<file path="src/rtl/lb2apb.sv">
// lb2apb: bridges a pulse-based local bus with one write slot and one read slot onto an APB4 requester.
// Writes take priority over reads, and a watchdog ends transfers whose completer never raises pready.
module lb2apb #(
    parameter int ADDR_W  = 16,
    parameter int DATA_W  = 32,
    parameter int TIMEOUT = 256,
    localparam int STRB_W = DATA_W / 8
) (
    input  logic              clk,
    input  logic              rstn,
    input  logic [ADDR_W-1:0] waddr,
    input  logic [DATA_W-1:0] wdata,
    input  logic [STRB_W-1:0] wstrb,
    input  logic              wen,
    output logic              wready,
    input  logic [ADDR_W-1:0] raddr,
    input  logic              ren,
    output logic [DATA_W-1:0] rdata,
    output logic              rvalid,
    output logic              slverr,
    output logic              ovf,
    output logic              psel,
    output logic              penable,
    output logic              pwrite,
    output logic [ADDR_W-1:0] paddr,
    output logic [DATA_W-1:0] pwdata,
    output logic [STRB_W-1:0] pstrb,
    input  logic [DATA_W-1:0] prdata,
    input  logic              pready,
    input  logic              pslverr
);

    localparam int CNT_W = (TIMEOUT > 1) ? $clog2(TIMEOUT + 1) : 1;
    localparam logic [CNT_W-1:0] TO_LAST = (TIMEOUT > 0) ? CNT_W'(TIMEOUT - 1) : '0;

    typedef enum logic [1:0] {IDLE, SETUP, ACCESS} state_t;

    state_t state, state_next;

    logic              w_full;
    logic [ADDR_W-1:0] w_addr;
    logic [DATA_W-1:0] w_data;
    logic [STRB_W-1:0] w_strb;
    logic              r_full;
    logic [ADDR_W-1:0] r_addr;
    logic [CNT_W-1:0]  to_cnt;

    logic busy;
    logic w_accept;
    logic r_accept;
    logic done;
    logic timeout_hit;
    logic start;

    // Request acceptance, completion detection and the launch condition for a new transfer.
    always_comb begin
        busy        = (state != IDLE);
        w_accept    = wen && !w_full && !(busy && pwrite);
        r_accept    = ren && !r_full && !(busy && !pwrite);
        done        = (state == ACCESS) && pready;
        timeout_hit = (TIMEOUT > 0) && (state == ACCESS) && !pready && (to_cnt == TO_LAST);
        start       = (w_full || r_full) && ((state == IDLE) || done);
    end

    always_ff @(posedge clk or negedge rstn) begin
        if (!rstn) begin
            state <= IDLE;
        end else begin
            state <= state_next;
        end
    end

    always_comb begin
        state_next = state;
        psel       = 1'b0;
        penable    = 1'b0;
        case (state)
            IDLE: begin
                if (start) state_next = SETUP;
            end
            SETUP: begin
                psel       = 1'b1;
                state_next = ACCESS;
            end
            ACCESS: begin
                psel    = 1'b1;
                penable = 1'b1;
                if (done) begin
                    state_next = start ? SETUP : IDLE;
                end else if (timeout_hit) begin
                    state_next = IDLE;
                end
            end
            default: state_next = IDLE;
        endcase
    end

    // Slots are never loaded and freed in the same cycle: a load needs an empty slot, a free a full one.
    always_ff @(posedge clk or negedge rstn) begin
        if (!rstn) begin
            w_full <= 1'b0;
            w_addr <= '0;
            w_data <= '0;
            w_strb <= '0;
            r_full <= 1'b0;
            r_addr <= '0;
        end else begin
            if (w_accept) begin
                w_full <= 1'b1;
                w_addr <= waddr;
                w_data <= wdata;
                w_strb <= wstrb;
            end else if (start && w_full) begin
                w_full <= 1'b0;
            end
            if (r_accept) begin
                r_full <= 1'b1;
                r_addr <= raddr;
            end else if (start && !w_full) begin
                r_full <= 1'b0;
            end
        end
    end

    always_ff @(posedge clk or negedge rstn) begin
        if (!rstn) begin
            pwrite <= 1'b0;
            paddr  <= '0;
            pwdata <= '0;
            pstrb  <= '0;
        end else if (start) begin
            pwrite <= w_full;
            paddr  <= w_full ? w_addr : r_addr;
            pwdata <= w_full ? w_data : '0;
            pstrb  <= w_full ? w_strb : '0;
        end
    end

    always_ff @(posedge clk or negedge rstn) begin
        if (!rstn) begin
            to_cnt <= '0;
        end else if (state == SETUP) begin
            to_cnt <= '0;
        end else if ((state == ACCESS) && !pready) begin
            to_cnt <= to_cnt + 1'b1;
        end
    end

    // A watchdog expiry completes the transfer like a normal response, but always as an error with zero data.
    always_ff @(posedge clk or negedge rstn) begin
        if (!rstn) begin
            wready <= 1'b0;
            rvalid <= 1'b0;
            slverr <= 1'b0;
            ovf    <= 1'b0;
            rdata  <= '0;
        end else begin
            wready <= 1'b0;
            rvalid <= 1'b0;
            slverr <= 1'b0;
            ovf    <= (wen && !w_accept) || (ren && !r_accept);
            if (done || timeout_hit) begin
                wready <= pwrite;
                rvalid <= !pwrite;
                slverr <= done ? pslverr : 1'b1;
                if (!pwrite) rdata <= done ? prdata : '0;
            end
        end
    end

endmodule

</file>
<file path="config.mk">
export PLATFORM = sky130hd
export DESIGN_NAME = lb2apb
export DESIGN_NICKNAME = d
export VERILOG_FILES = /design/src/rtl/lb2apb.sv
export SDC_FILE = /design/constraint.sdc
export NUM_CORES = 1
export LEC_CHECK = 0
export CAP_MARGIN = 20
export CORE_MARGIN = 2
export CORE_UTILIZATION = 42
export DETAILED_ROUTE_END_ITERATION = 7
export PLACE_DENSITY = 0.75
export SETUP_SLACK_MARGIN = 0.2
export SKIP_LAST_GASP = 1
export SYNTH_ARGS = -nofsm -noshare
export SYNTH_HDL_FRONTEND = slang
export SYNTH_SLANG_ARGS = --single-unit
</file>
<file path="constraint.sdc">
create_clock -name clk -period 2 [get_ports clk]
set_clock_uncertainty 0.05 [all_clocks]
set_input_delay 0.2 -clock clk [delete_from_list [all_inputs] [get_ports clk]]
set_output_delay 0.2 -clock clk [all_outputs]
set_load 0.05 [all_outputs]
</file>
==> results.cfg, run 1 <==
[worst_setup_path]
crit_fanout = 8
crit_buf_inv = 6
cp_slowest_stage_delay_ns = 0.39
critical_path_required_ns = 2.25
critPathSlowestCell = dfrtp_1
cpLargestDelayFamily = buffers and inverters
path_class = reg2reg
rrSetupSlack_ns = 0.07
crit_path_end_kind = flop
cp.arrival_ns = 2.18
crit_chain = inv_2 > ha_4 > buf_6 > inv_4 > a211oi_4 > buf_6 > buf_12 > buf_12 > mux2_4
start_kind = flop

[timing]
tightest_slew_ns = 0.539
drv_slew = 0
hold_ws_ns = 0.210
fin_crit_sh_pct = 96.4
maxSlewHeadroom_pct = 64.2
maxClockFrequency_ghz = 0.519
setup_viol = 0
hold_violations = 0
rsz0062_at_grt = true
fin_crit_ns = 1.93

[clock_tree]
clkSlewWorstSetupHoldPaths_ns = 0.06
clockBufferDepth = 2
cts_tree = done
ctsRootBufferMaster = clkbuf_16
clock-sinks = 170
worstSkewPairLatency_ns = 0.42
cts_made_buffers = 17
htree_levels = 4

[placement]
gp_congestion = 0.785
io_buffers = 196
dp_cells = 836
dpl_cell_area_um2 = 8880
dp_hpwl_um = 10900

[final_layout]
ff_latch_area_um2 = 4260
fill_cells = 1102
multi_input_area_um2 = 2350
drive_above_1_share_pct = 26.4
n_antenna_cell = 0
design_area_um2 = 10200
fin_nets = 795
postLayoutCoreUtil_pct = 66.6
syn2layout_area_growth_pct = 54.8
finalNonFillerCells = 903

[global_route]
antenna_found_initial = 0
grt_max_degree = 62
grt_use_total_pct = 22.2
grt_pass1_vias = 4994
grt_pass1_wl_um = 27700
grt_remaining_overflow = 0

[synthesis]
avgSynthCellArea_um2 = 14.9
synth-simple-area-share_pct = 4.58
synth_cell_type_count = 41
yosysSeqAreaShare_pct = 64.8
ys.flop_type = dfrtp_1
yosys.area.top_type = dfrtp_1
yosys_warnings = 0
synth_xor_area_share_pct = 0.267
synthTopCellsByArea = dfrtp_1 65%, mux2_2 11%, a22o_1 9.1%
synth_mux_area_share_pct = 12.3
synth_area_um2 = 6560
synth_top_area_share_pct = 64.8
ys_ff_latch = 170
synth-compound-area-share_pct = 13.7
syn_inst = 441
synth_fp_nets = 553
async_reset_ff_share_pct = 100
synth_fa_ha_area_share_pct = 1.14
synth_top_family_by_area = compound AO/OA/AOI/OAI gates
synth_edf_count = 0

[detailed_routing]
vias = 4839
drt_iter0_markers = 198
wl_um = 18600
dr.pass1.iters = 4
ant_nets = 0
wl_per_cell_um = 20.6
drc = 0
viasPerCell = 5.36

[die]
die_h_um = 129
core.rowCount = 45
core-area_um2 = 15300
dieArea_um2 = 16600
die_x_um = 129
ios = 197
start_util_pct = 43.0

[power]
power.total_w = 0.0187
sequentialPowerShare_pct = 31.5
combPwrFrac_pct = 51.6
switchingPower_w = 0.00762
powerDensity_nw_per_um2 = 1840
cellInternalPower_w = 0.0111
peakVddDrop_v = 0.000976
power_frac_clock_pct = 16.9
power.share.switching_pct = 40.7
cellLeakagePower_nw = 4.75

[min_path]
hold_class = in2async

[flow_run]
maxCapViolations = 0

[outcome]
status = completed
worst register-to-register path: stages, from the launching register on:
cell and delay [ns]:
dfrtp_1 0.39, inv_2 0.09, ha_4 0.14, buf_6 0.11, inv_4 0.04, a211oi_4 0.23
buf_6 0.16, buf_12 0.14, buf_12 0.16, mux2_4 0.31
power groups by stage:
stage | clock network, W | registers, W | logic (W)
floorplan | 0 | 0.00828 | 0.00323
global placement | 0 | 0.00587 | 0.00823
detailed placement | 0 | 0.00592 | 0.00845
CTS | 0.00324 | 0.00587 | 0.00937
global route | 0.00338 | 0.00607 | 0.0102
finish | 0.00317 | 0.00589 | 0.00966
area by class of cell:
| type | instances | share of cell area [%] |
|---|---|---|
| Clock inverter | 8 | 0.973 |
| Tap cell | 211 | 2.60 |
| Timing Repair Buffer | 255 | 26.5 |
| Inverter | 10 | 0.394 |
| Multi-Input combinational cell | 229 | 23.1 |
| Clock buffer | 20 | 4.50 |
| Sequential cell | 170 | 41.9 |
sequential cells by signal, summed over array words and instances (netlist names):
signal  cells
w_addr     16
r_full      1
pstrb       4
slverr      1
wready      1
paddr      16
ovf         1
rvalid      1
pwrite      1
state       2
to_cnt      9
w_full      1
rdata      32
r_addr     16
pwdata     32
w_data     32
w_strb      4
cells by family after synthesis:
logic type               after synthesis
buffers and inverters                 43
XOR/XNOR                               2
multiplexers                          72
AND/OR/NAND/NOR                       45
flip-flops                           170
AO/OA/AOI/OAI                        103
adder cells (fa/ha/maj)                6
path summary, 6_finish.rpt:
kind / start / endpoint / depth (start not counted)
worst max-delay path: state[0] / w_data[22] / 9
worst min register to register: pwdata[16] / pwdata[16] / 1
max in group asynchronous: rstn / paddr[0] / 3
min in group clk: prdata[12] / rdata[12] / 2
worst min-delay path: rstn / w_data[8] / 2
worst max register to register: state[0] / w_data[22] / 9
timing repair:
| action | in CTS | in global routing |
|---|---|---|
| pin swaps | 7 | 39 |
| buffers inserted | 20 | 5 |
| resized for setup | 144 | 23 |
| hold buffers | 1 | 0 |
| cloned | 8 | 5 |
| setup endpoints to repair | 243 | 146 |
| endpoints found under the hold margin | 40 | 0 |
layout by cell type (no fill, tap or decap), drive strengths merged, types with 2 or more instances in the layout:
cell,n
nor4b,16
a22o,68
nand4b,2
buf,58
clkinv,5
clkdlybuf4s50,104
nor2,8
nand3,2
inv,9
ha,6
nand2,2
a221o,16
mux2i,2
nor2b,5
bufinv,2
dlygate4sd2,88
dfrtp,170
o21ai,5
mux2,70
clkinvlp,2
or3,3
a21o,2
a21oi,5
a211oi,2
clkbuf,24
cell usage after synthesis, drive strengths merged (3+ instances only):
| cell | count |
|---|---|
| dfrtp | 170 |
| mux2 | 70 |
| a22o | 68 |
| clkbuf | 17 |
| a221o | 16 |
| buf | 16 |
| nor4b | 16 |
| inv | 9 |
| nor2 | 8 |
| ha | 6 |
| a21oi | 5 |
| o21ai | 5 |
| nor2b | 4 |
| or3 | 3 |
metal layers:
layer / track usage [%] / vias to the layer above / part of all wire (%)
li1: - / 2136 / -
met1: 28.5 / 2477 / 42
met2: 36.6 / 202 / 50
met3: 6.49 / 24 / 6.7
met4: 6.59 / 0 / 1.5
met5: 0 / - / 0
metrics by stage:
| step | TNS, ns | setup slack [ns] |
|---|---|---|
| final | 0 | 0.0725 |
| after floorplan | 0 | 0.112 |
| after detailed placement | -5.27 | -0.194 |
| after global placement | -1.85 | -0.101 |
| after global routing | 0 | 0.0262 |
| after CTS | 0 | 0.0507 |
No activity file was read; power rests on OpenSTA's default activity.
==> run 2: changes to the inputs <==
- CORE_ASPECT_RATIO: not set -> 0.6
==> run 2 against run 1 <==
Compared with the run above: via count rose by 1.5%; critical endpoint is now w_data[25]; highest routed layer unchanged; worst setup slack improved by 0.080 ns; register-to-register slack improved by 0.08 ns; combinational power rose by 2.2%; non-clock buffer count rose by 4; clock-buffer cell count rose by 1; die area rose by 0.20%; critical path type unchanged.
==> results.cfg, run 2 (synthesized netlist as in run 1, its figures left out) <==
[outcome]
status = completed

[clock_tree]
clockBufferDepth = 2
clock-sinks = 170
clkSlewWorstSetupHoldPaths_ns = 0.07
htree_levels = 4
worstSkewPairLatency_ns = 0.41
ctsRootBufferMaster = clkbuf_16
cts_made_buffers = 17
cts_tree = done

[worst_setup_path]
path_class = reg2reg
crit_path_end_kind = flop
crit_chain = inv_2 > ha_4 > inv_2 > a211oi_4 > buf_6 > clkbuf_16 > mux2_2
crit_end = w_data[25]
crit_top_cell = inv_2
r2r_start = state[0]
regToRegEndpoint = w_data[25]
cp.arrival_ns = 2.10
worstSetupStartpoint = state[0]
path_depth = 7
start_kind = flop
cp_slowest_stage_delay_ns = 0.41
r2r_cells = 7
crit_buf_inv = 4
cpLargestDelayFamily = buffers and inverters
critical_path_required_ns = 2.25
crit_fanout = 7
critPathSlowestCell = dfrtp_1
rrSetupSlack_ns = 0.15

[power]
cellInternalPower_w = 0.0113
cellLeakagePower_nw = 4.87
power.share.switching_pct = 41.2
peakVddDrop_v = 0.000940
combPwrFrac_pct = 51.5
power.total_w = 0.0192
powerDensity_nw_per_um2 = 1850
power_frac_clock_pct = 17.5
sequentialPowerShare_pct = 31.0
switchingPower_w = 0.00790

[final_layout]
fin_nets = 798
syn2layout_area_growth_pct = 57.7
design_area_um2 = 10400
drive_above_1_share_pct = 28.2
postLayoutCoreUtil_pct = 67.5
final_cell_mix = 170 x dfrtp_1, 104 x clkdlybuf4s50_1, 87 x dlygate4sd2_1
largestRegisters = pwdata (32), rdata (32), w_data (32)
fill_cells = 1074
final_common_cell = dfrtp_1

[detailed_routing]
wl_met1_um = 9400
vias = 4913
viasPerCell = 5.44
wl_um = 20000
ant_nets = 0
top_layer = met4
dr.pass1.iters = 4
drc = 0
wl_met3_um = 1380
wl_per_cell_um = 22.1
drt_iter0_markers = 274
met2WireLength_um = 9050

[global_route]
grt_remaining_overflow = 0
grt_max_degree = 61
grt_use_total_pct = 22.9
antenna_found_initial = 0
grt_pass1_vias = 4932
grt_pass1_wl_um = 28300

[placement]
dpl_cell_area_um2 = 8870
gp_congestion = 0.771
dp_slack_ns = 0.00188
dp_hpwl_um = 11600
io_buffers = 196

[timing]
hold_violations = 0
rsz0062_at_grt = true
tightest_slew_ns = 0.604
setup_viol = 0
drv_slew = 0
setup_slack_ns = 0.152
maxClockFrequency_ghz = 0.541
maxSlewHeadroom_pct = 59.7
fin_crit_ns = 1.85
fin_crit_sh_pct = 92.4
fin_tns_setup_ns = 0

[die]
die_h_um = 101
start_util_pct = 42.8
core.rowCount = 35
core-area_um2 = 15300
die_x_um = 165
dieArea_um2 = 16700
ios = 197

[flow_run]
maxCapViolations = 0

[min_path]
hold_class = in2async
==> run 2: cell types whose count changed in the layout (fill, tap and decap cells not counted), sizes merged <==
| cell | previous run | this run |
|---|---|---|
| inv | 9 | 13 |
| diode | 0 | 1 |
| clkinv | 5 | 4 |
| nor2b | 5 | 4 |
| dlymetal6s2s | 0 | 1 |
| dlygate4sd2 | 88 | 87 |
| clkbuf | 24 | 30 |
| buf | 58 | 57 |
==> run 2: worst min path at each step <==
stage | startpoint | endpoint | depth (start not counted)
after detailed placement | rstn | rdata[0] | 1
after CTS | rstn | rdata[0] | 2
after global routing | rstn | rdata[0] | 2
after floorplan | rstn | ovf | 0
final | rstn | to_cnt[4] | 2
after global placement | rstn | to_cnt[6] | 1
==> run 2: layer usage <==
metal,vias to the layer above,track usage [%]
met5,-,0
met4,0,6.17
met3,13,6.62
met2,191,34.6
met1,2558,32.7
li1,2151,-
==> run 2: what timing repair did <==
action	in CTS	in global routing
endpoints found under the setup margin	240	132
setup buffers	14	10
pin swaps	5	48
endpoints found under the hold margin	57	0
gates resized for setup	125	61
hold buffers	1	0
cloned	7	10
==> run 2: area by class of cell <==
type                            count  area [um2]  area share (%)
Multi-Input combinational cell    228        2430            23.4
Sequential cell                   170        4250            41.1
Clock inverter                     11         135            1.31
Clock buffer                       21         470            4.54
Tap cell                          203         254            2.45
Inverter                           10        37.5           0.363
Antenna cell                        1        2.50          0.0242
Timing Repair Buffer              259        2770            26.8
==> run 2: per-stage QoR <==
stage	instances	hold slack (ns)
2_1_floorplan	441	-0.146
3_3_place_gp	828	0.152
3_5_place_dp	828	0.166
4_1_cts	882	0.299
5_1_grt	902	0.314
6_report	903	0.272
==> run 2: power groups by stage <==
stage	Clock, W	Combinational (W)	Sequential, W
finish	0.00335	0.00987	0.00595
global route	0.00358	0.0103	0.00613
CTS	0.00340	0.00888	0.00588
detailed placement	0	0.00845	0.00593
global placement	0	0.00823	0.00587
floorplan	0	0.00323	0.00828
